File: src/rtl/shift_ctrl_if.sv
// Request/response bundle between the main control unit and the shift sequencer.
interface shift_ctrl_if;
    logic        start;
    logic [1:0]  op;
    logic [1:0]  shamt_sel;
    logic [31:0] rs_data;
    logic [15:0] instr;
    logic [31:0] mem_data;
    logic [31:0] src_data;
    logic        busy;
    logic        done;
    logic [31:0] result;
    logic [4:0]  shamt_out;

    modport master (
        output start, op, shamt_sel, rs_data, instr, mem_data, src_data,
        input  busy, done, result, shamt_out
    );

    modport slave (
        input  start, op, shamt_sel, rs_data, instr, mem_data, src_data,
        output busy, done, result, shamt_out
    );
endinterface

File: src/rtl/shift_ctrl.sv
// Multicycle shift sequencer: latches operand and amount, shifts STEP bits per cycle, pulses done.
// Optional macro SHIFT_ZERO_SKIP_EN: a zero shift count goes straight from IDLE to DONE.
module shift_ctrl #(
    parameter int unsigned STEP = 1
) (
    input logic         clk,
    input logic         reset_n,
    shift_ctrl_if.slave bus
);
    localparam logic [1:0] IDLE  = 2'd0;
    localparam logic [1:0] SHIFT = 2'd1;
    localparam logic [1:0] DONE  = 2'd2;
    localparam logic [4:0] STEP_AMT = 5'(STEP);

    logic [1:0]  state_q, state_d;
    logic [31:0] sreg_q, sreg_d;
    logic [4:0]  cnt_q, cnt_d;
    logic [4:0]  shamt_q, shamt_d;
    logic [1:0]  op_q, op_d;
    logic [4:0]  sel_amt;
    logic [4:0]  step_k;
    logic [31:0] shifted;
    logic        unused_bits;

    // Only the 5-bit amount fields of the source buses are consumed.
    assign unused_bits = ^{bus.rs_data[31:5], bus.instr[15:11], bus.instr[5:0],
                           bus.mem_data[31:5]};

    always_comb begin
        sel_amt = 5'd0;
        unique case (bus.shamt_sel)
            2'b00:   sel_amt = bus.rs_data[4:0];
            2'b01:   sel_amt = bus.instr[10:6];
            2'b10:   sel_amt = bus.mem_data[4:0];
            default: sel_amt = 5'd0;
        endcase
    end

    assign step_k = (cnt_q < STEP_AMT) ? cnt_q : STEP_AMT;

    always_comb begin
        shifted = sreg_q;
        unique case (op_q)
            2'b00:   shifted = sreg_q << step_k;
            2'b01:   shifted = sreg_q >> step_k;
            2'b10:   shifted = $unsigned($signed(sreg_q) >>> step_k);
            default: shifted = sreg_q;
        endcase
    end

`ifdef SHIFT_ZERO_SKIP_EN
    logic zero_start;
    assign zero_start = (bus.op == 2'b11) || (sel_amt == 5'd0);
`endif

    always_comb begin
        state_d = state_q;
        sreg_d  = sreg_q;
        cnt_d   = cnt_q;
        shamt_d = shamt_q;
        op_d    = op_q;
        case (state_q)
            IDLE: begin
                if (bus.start) begin
                    sreg_d  = bus.src_data;
                    op_d    = bus.op;
                    shamt_d = sel_amt;
                    // Pass-through keeps the recorded amount but never shifts.
                    cnt_d   = (bus.op == 2'b11) ? 5'd0 : sel_amt;
`ifdef SHIFT_ZERO_SKIP_EN
                    state_d = zero_start ? DONE : SHIFT;
`else
                    state_d = SHIFT;
`endif
                end
            end
            SHIFT: begin
                if (cnt_q == 5'd0) begin
                    state_d = DONE;
                end else begin
                    sreg_d = shifted;
                    cnt_d  = cnt_q - step_k;
                    if (cnt_q == step_k) begin
                        state_d = DONE;
                    end
                end
            end
            DONE:    state_d = IDLE;
            default: state_d = IDLE;
        endcase
    end

    always_ff @(posedge clk) begin
        if (!reset_n) begin
            state_q <= IDLE;
            sreg_q  <= 32'd0;
            cnt_q   <= 5'd0;
            shamt_q <= 5'd0;
            op_q    <= 2'b00;
        end else begin
            state_q <= state_d;
            sreg_q  <= sreg_d;
            cnt_q   <= cnt_d;
            shamt_q <= shamt_d;
            op_q    <= op_d;
        end
    end

    assign bus.busy      = (state_q == SHIFT) || (state_q == DONE);
    assign bus.done      = (state_q == DONE);
    assign bus.result    = sreg_q;
    assign bus.shamt_out = shamt_q;
endmodule

File: src/flat_wrapper.sv
// flat-port wrapper written by rule: the top's interface ports become plain ports
module shift_ctrl_flat 
#(
    parameter int unsigned STEP = 1
)
  (clk, reset_n, bus_start, bus_op, bus_shamt_sel, bus_rs_data, bus_instr, bus_mem_data, bus_src_data, bus_busy, bus_done, bus_result, bus_shamt_out);
  shift_ctrl_if bus_i ();
  input logic clk;
  input logic reset_n;
  input wire logic [$bits(bus_i.start)-1:0] bus_start;
  input wire logic [$bits(bus_i.op)-1:0] bus_op;
  input wire logic [$bits(bus_i.shamt_sel)-1:0] bus_shamt_sel;
  input wire logic [$bits(bus_i.rs_data)-1:0] bus_rs_data;
  input wire logic [$bits(bus_i.instr)-1:0] bus_instr;
  input wire logic [$bits(bus_i.mem_data)-1:0] bus_mem_data;
  input wire logic [$bits(bus_i.src_data)-1:0] bus_src_data;
  output wire logic [$bits(bus_i.busy)-1:0] bus_busy;
  output wire logic [$bits(bus_i.done)-1:0] bus_done;
  output wire logic [$bits(bus_i.result)-1:0] bus_result;
  output wire logic [$bits(bus_i.shamt_out)-1:0] bus_shamt_out;
  assign bus_i.start = bus_start;
  assign bus_i.op = bus_op;
  assign bus_i.shamt_sel = bus_shamt_sel;
  assign bus_i.rs_data = bus_rs_data;
  assign bus_i.instr = bus_instr;
  assign bus_i.mem_data = bus_mem_data;
  assign bus_i.src_data = bus_src_data;
  assign bus_busy = bus_i.busy;
  assign bus_done = bus_i.done;
  assign bus_result = bus_i.result;
  assign bus_shamt_out = bus_i.shamt_out;
  shift_ctrl #(.STEP(STEP)) u_core (.clk(clk), .reset_n(reset_n), .bus(bus_i));
endmodule
File: config.mk
export PLATFORM = sky130hd
export DESIGN_NAME = shift_ctrl_flat
export DESIGN_NICKNAME = d
export VERILOG_FILES = /design/src/rtl/shift_ctrl_if.sv /design/src/rtl/shift_ctrl.sv /design/src/flat_wrapper.sv
export SDC_FILE = /design/constraint.sdc
export NUM_CORES = 1
export LEC_CHECK = 0
export BUFFER_PORTS_ARGS = -buffer_cell sky130_fd_sc_hd__clkbuf_2
export CELL_PAD_IN_SITES_DETAIL_PLACEMENT = 1
export CELL_PAD_IN_SITES_GLOBAL_PLACEMENT = 1
export CORE_MARGIN = 2
export CORE_UTILIZATION = 32
export CTS_BUF_LIST = sky130_fd_sc_hd__clkbuf_4 sky130_fd_sc_hd__clkbuf_8
export DETAILED_ROUTE_END_ITERATION = 6
export PLACE_DENSITY_LB_ADDON = 0.1
export REMOVE_ABC_BUFFERS = 1
export SLEW_MARGIN = 20
export SYNTH_ARGS = -nofsm -noshare
export SYNTH_HDL_FRONTEND = slang
export SYNTH_SLANG_ARGS = --single-unit
File: constraint.sdc
create_clock -name clk -period 2.5 [get_ports clk]
set_input_delay 0 -clock clk [delete_from_list [all_inputs] [get_ports clk]]
set_output_delay 0 -clock clk [all_outputs]
set_load 0.02 [all_outputs]
==> run_results.csv <==
group,metric,value,unit
outcome,status,"finished clean",
routing,wl_per_cell,17.09,um
floorplanning,core-area,8806,um2
routing,finalWirelength,9556,um
placement,place.gp.congestion,0.7684,
routing,drt_first_iter_violations,94,
finish,postLayoutCellArea,3791,um2
cts,cts_tree,"done",
floorplanning,fp.dieArea,9910,um2
routing,postRouteAntennaNets,0,
cts,cts.repair.resized,0,
sta,tns,0,ns
synth,synthCells,347,
routing,vias,3157,
synth,synth.avg_cell_area,8.419,um2
sta,worst_pin_slew,0.6095,ns
setup_path,reg2reg_from,"u_core.cnt_q[4]",
synth,syn_area,2922,um2
sta,worst_clock_skew,0.006619,ns
worst_hold_path,min_path_cells,3,
setup_path,crit_path_max_fanout,5,
cts,clock_sinks,46,
finish,multi_input_area,1767,um2
finish,fillers,1089,
setup_path,cp.arrival,2.48,ns
finish,drive_gt1_share,29.71,%
cts,clock_path_buffers,2,
placement,postPlaceCellArea,3478,um2
floorplanning,num_rows,34,
global_route,grt_max_degree,48,
synth,synth_top_area_share,31.52,%
cts,clock_latency,0.31,ns
synth,synth.most_common_cell,"a21oi_1",
sta,grt_setup_unrepaired,"no",
global_route,antenna_found_initial,0,
synth,ys.flop_type,"dfxtp_1",
global_route,grt_pass1_vias,3206,
global_route,grt_pass1_wl,15900,um
finish,nets,578,
cts,cts_inserted_buffers,5,
placement,port_buffers,92,
setup_path,reg2reg_depth,8,
synth,synth_enable_flop_cells,0,
pwr,ir_worst_vdd,0.3227,mV
floorplanning,io_pins,158,
floorplanning,fp.dieH,99.55,um
cts,cts_setup_buffers,0,
flow_run,maxCapViolCount,0,
sta,relSlewSlack,59.32,%
synth,synth_cell_types,51,
floorplanning,start_util,33.18,%
pwr,powerDensity,866.4,nW/um2
worst_hold_path,hold_path_class,"input port to flip-flop",
worst_hold_path,hold_start,"bus_src_data[22]",
synth,yosys_warnings,0,
routing,drc,0,
cts,cts_max_level,2,
routing,first_pass_iters,6,
setup_path,critPathKind,"flip-flop to flip-flop",
global_route,grt_use_total,19.39,%
finish,area_delta_synth_final,29.76,%
routing,routed_via_density,5.648,
synth,yosysTopAreaCell,"dfxtp_1",
cts,root_buffer,"clkbuf_8",
setup_path,rr_endpoint,"u_core.state_q[0]",
synth,async_reset_ff_share,0,%
finish,num_antenna_cells,0,
setup_path,r2r_slack,0.24,ns
worst_hold_path,hold_end,"u_core.bus.result[22]",
synth,synth-seq-area-share,31.52,%
pwr,cellLeakagePower,0.001646,uW
placement,dp_hpwl,6602,um
setup_path,cp.required,2.73,ns
synth,ys_seq_elements,46,
finish,post-route-util,43.05,%
floorplanning,die_w,99.55,um
global_route,grt-ovfl-total,0,
sta,maxSlewViolCount,0,
sta,hold_violations,0,
sta,setup_viol,0,
sta,fin_crit,2.255,ns
setup_path,crit_path_end_kind,"flip-flop",
synth,ys_top_cells_by_area,"dfxtp_1 (32%), mux2i_1 (8.6%), a21oi_1 (8.4%)",
synth,synth_common_cells,"a21oi_1 (49), dfxtp_1 (46), mux2i_1 (25), o21ai_0 (22), nand2_1 (21)",
sta,clock.fmax,0.4434,GHz
cts,ctsHoldBuffers,20,
pwr,total_power,3285,uW
cts,clk_pin_slew_worst_paths,0.09,ns
setup_path,cp-start-kind,"flip-flop",
finish,ff_latch_area,920.9,um2
sta,timing.final.crit_share,90.22,%
-- per-layer routing --
layer,GRT usage (%),wire length [um],vias to the layer above,part of all wire [%]
li1,-,-,1528,-
met1,25.03,4510,1548,47
met2,34.20,4572,73,48
met3,3.162,390,8,4.1
met4,3.793,81,0,0.85
met5,0,0,-,0
-- worst max-delay path, cell delays in order (launching register included) --
cell      delay, ns
dfxtp_1        0.36
or4_1          0.65
nand2_1        0.12
ha_1           0.23
nand2b_1       0.07
a211o_2        0.33
nand2_1        0.11
a21oi_1        0.07
a211oi_1       0.22
-- per-stage QoR --
step / std cells / setup WS [ns] / hold WS [ns]
6_report: 559 / 0.2446 / 0.005506
5_1_grt: 559 / 0.09622 / 0.02016
4_1_cts: 559 / 0.2353 / 0.006196
3_5_place_dp: 532 / 0.2713 / 0.2291
3_3_place_gp: 532 / 0.2865 / 0.2254
2_1_floorplan: 315 / -0.8535 / 0.1380
-- worst max-delay path by stage --
stage,end,slack (ns),from
after floorplan,u_core.bus.result[13],-0.85,u_core.state_q[1]
after global placement,u_core.state_q[1],0.29,u_core.cnt_q[4]
after detailed placement,u_core.state_q[0],0.27,u_core.cnt_q[4]
after CTS,u_core.state_q[0],0.24,u_core.cnt_q[4]
after global routing,u_core.state_q[0],0.1,u_core.cnt_q[1]
final,u_core.state_q[0],0.24,u_core.cnt_q[4]
-- final cells by class --
| class | count | share of cell area (%) |
|---|---|---|
| clock buffers | 6 | 2.178 |
| clock inverters | 1 | 0.7921 |
| inverters | 18 | 1.782 |
| multi-input cells | 251 | 46.60 |
| flip-flops and latches | 46 | 24.29 |
| well taps | 108 | 3.564 |
| repair buffers | 129 | 20.79 |
-- power breakdown --
part | total, uW | switching, uW | internal (uW)
Sequential | 1070 | 187 | 887
Clock | 597 | 276 | 321
Combinational | 1610 | 969 | 645
-- kinds of logic after synthesis --
logic type                 after synthesis  share of synthesized area (%)
buffers and inverters                   50                          8.008
xor gates and xnor gates                 1                         0.2998
DFF                                     46                          31.52
AOI/OAI and AO/OA                      147                          34.65
and+or+nand+nor                         70                          13.53
adders and majority gates                8                          3.426
muxes                                   25                          8.565
-- placed cells by master, fill, tap and decap left out, types with 2 or more instances in the layout --
master         count
ha_1               8
clkbuf_8           6
nand3b_1           4
o311ai_1           3
nand2b_1           2
or3_1              9
o22ai_1           15
o221a_2            5
o221a_1            7
dlygate4sd3_1     20
dfxtp_1           46
inv_1             17
a32oi_1            4
a21oi_1           49
o211ai_1           6
a2bb2oi_1          3
mux2i_1           25
buf_4             17
nor3b_2            4
o311ai_0           5
clkbuf_2          92
a211oi_1           6
nor2_1            17
nand2_1           21
a221o_1           14
o21ai_0           22
-- sequential cells by signal, indices dropped and copies added (netlist names) --
| signal | count |
|---|---|
| u_core.bus.result | 32 |
| u_core.bus.shamt_out | 5 |
| u_core.cnt_q | 5 |
| u_core.op_q | 2 |
| u_core.state_q | 2 |
No activity file was read; power rests on OpenSTA's default activity.
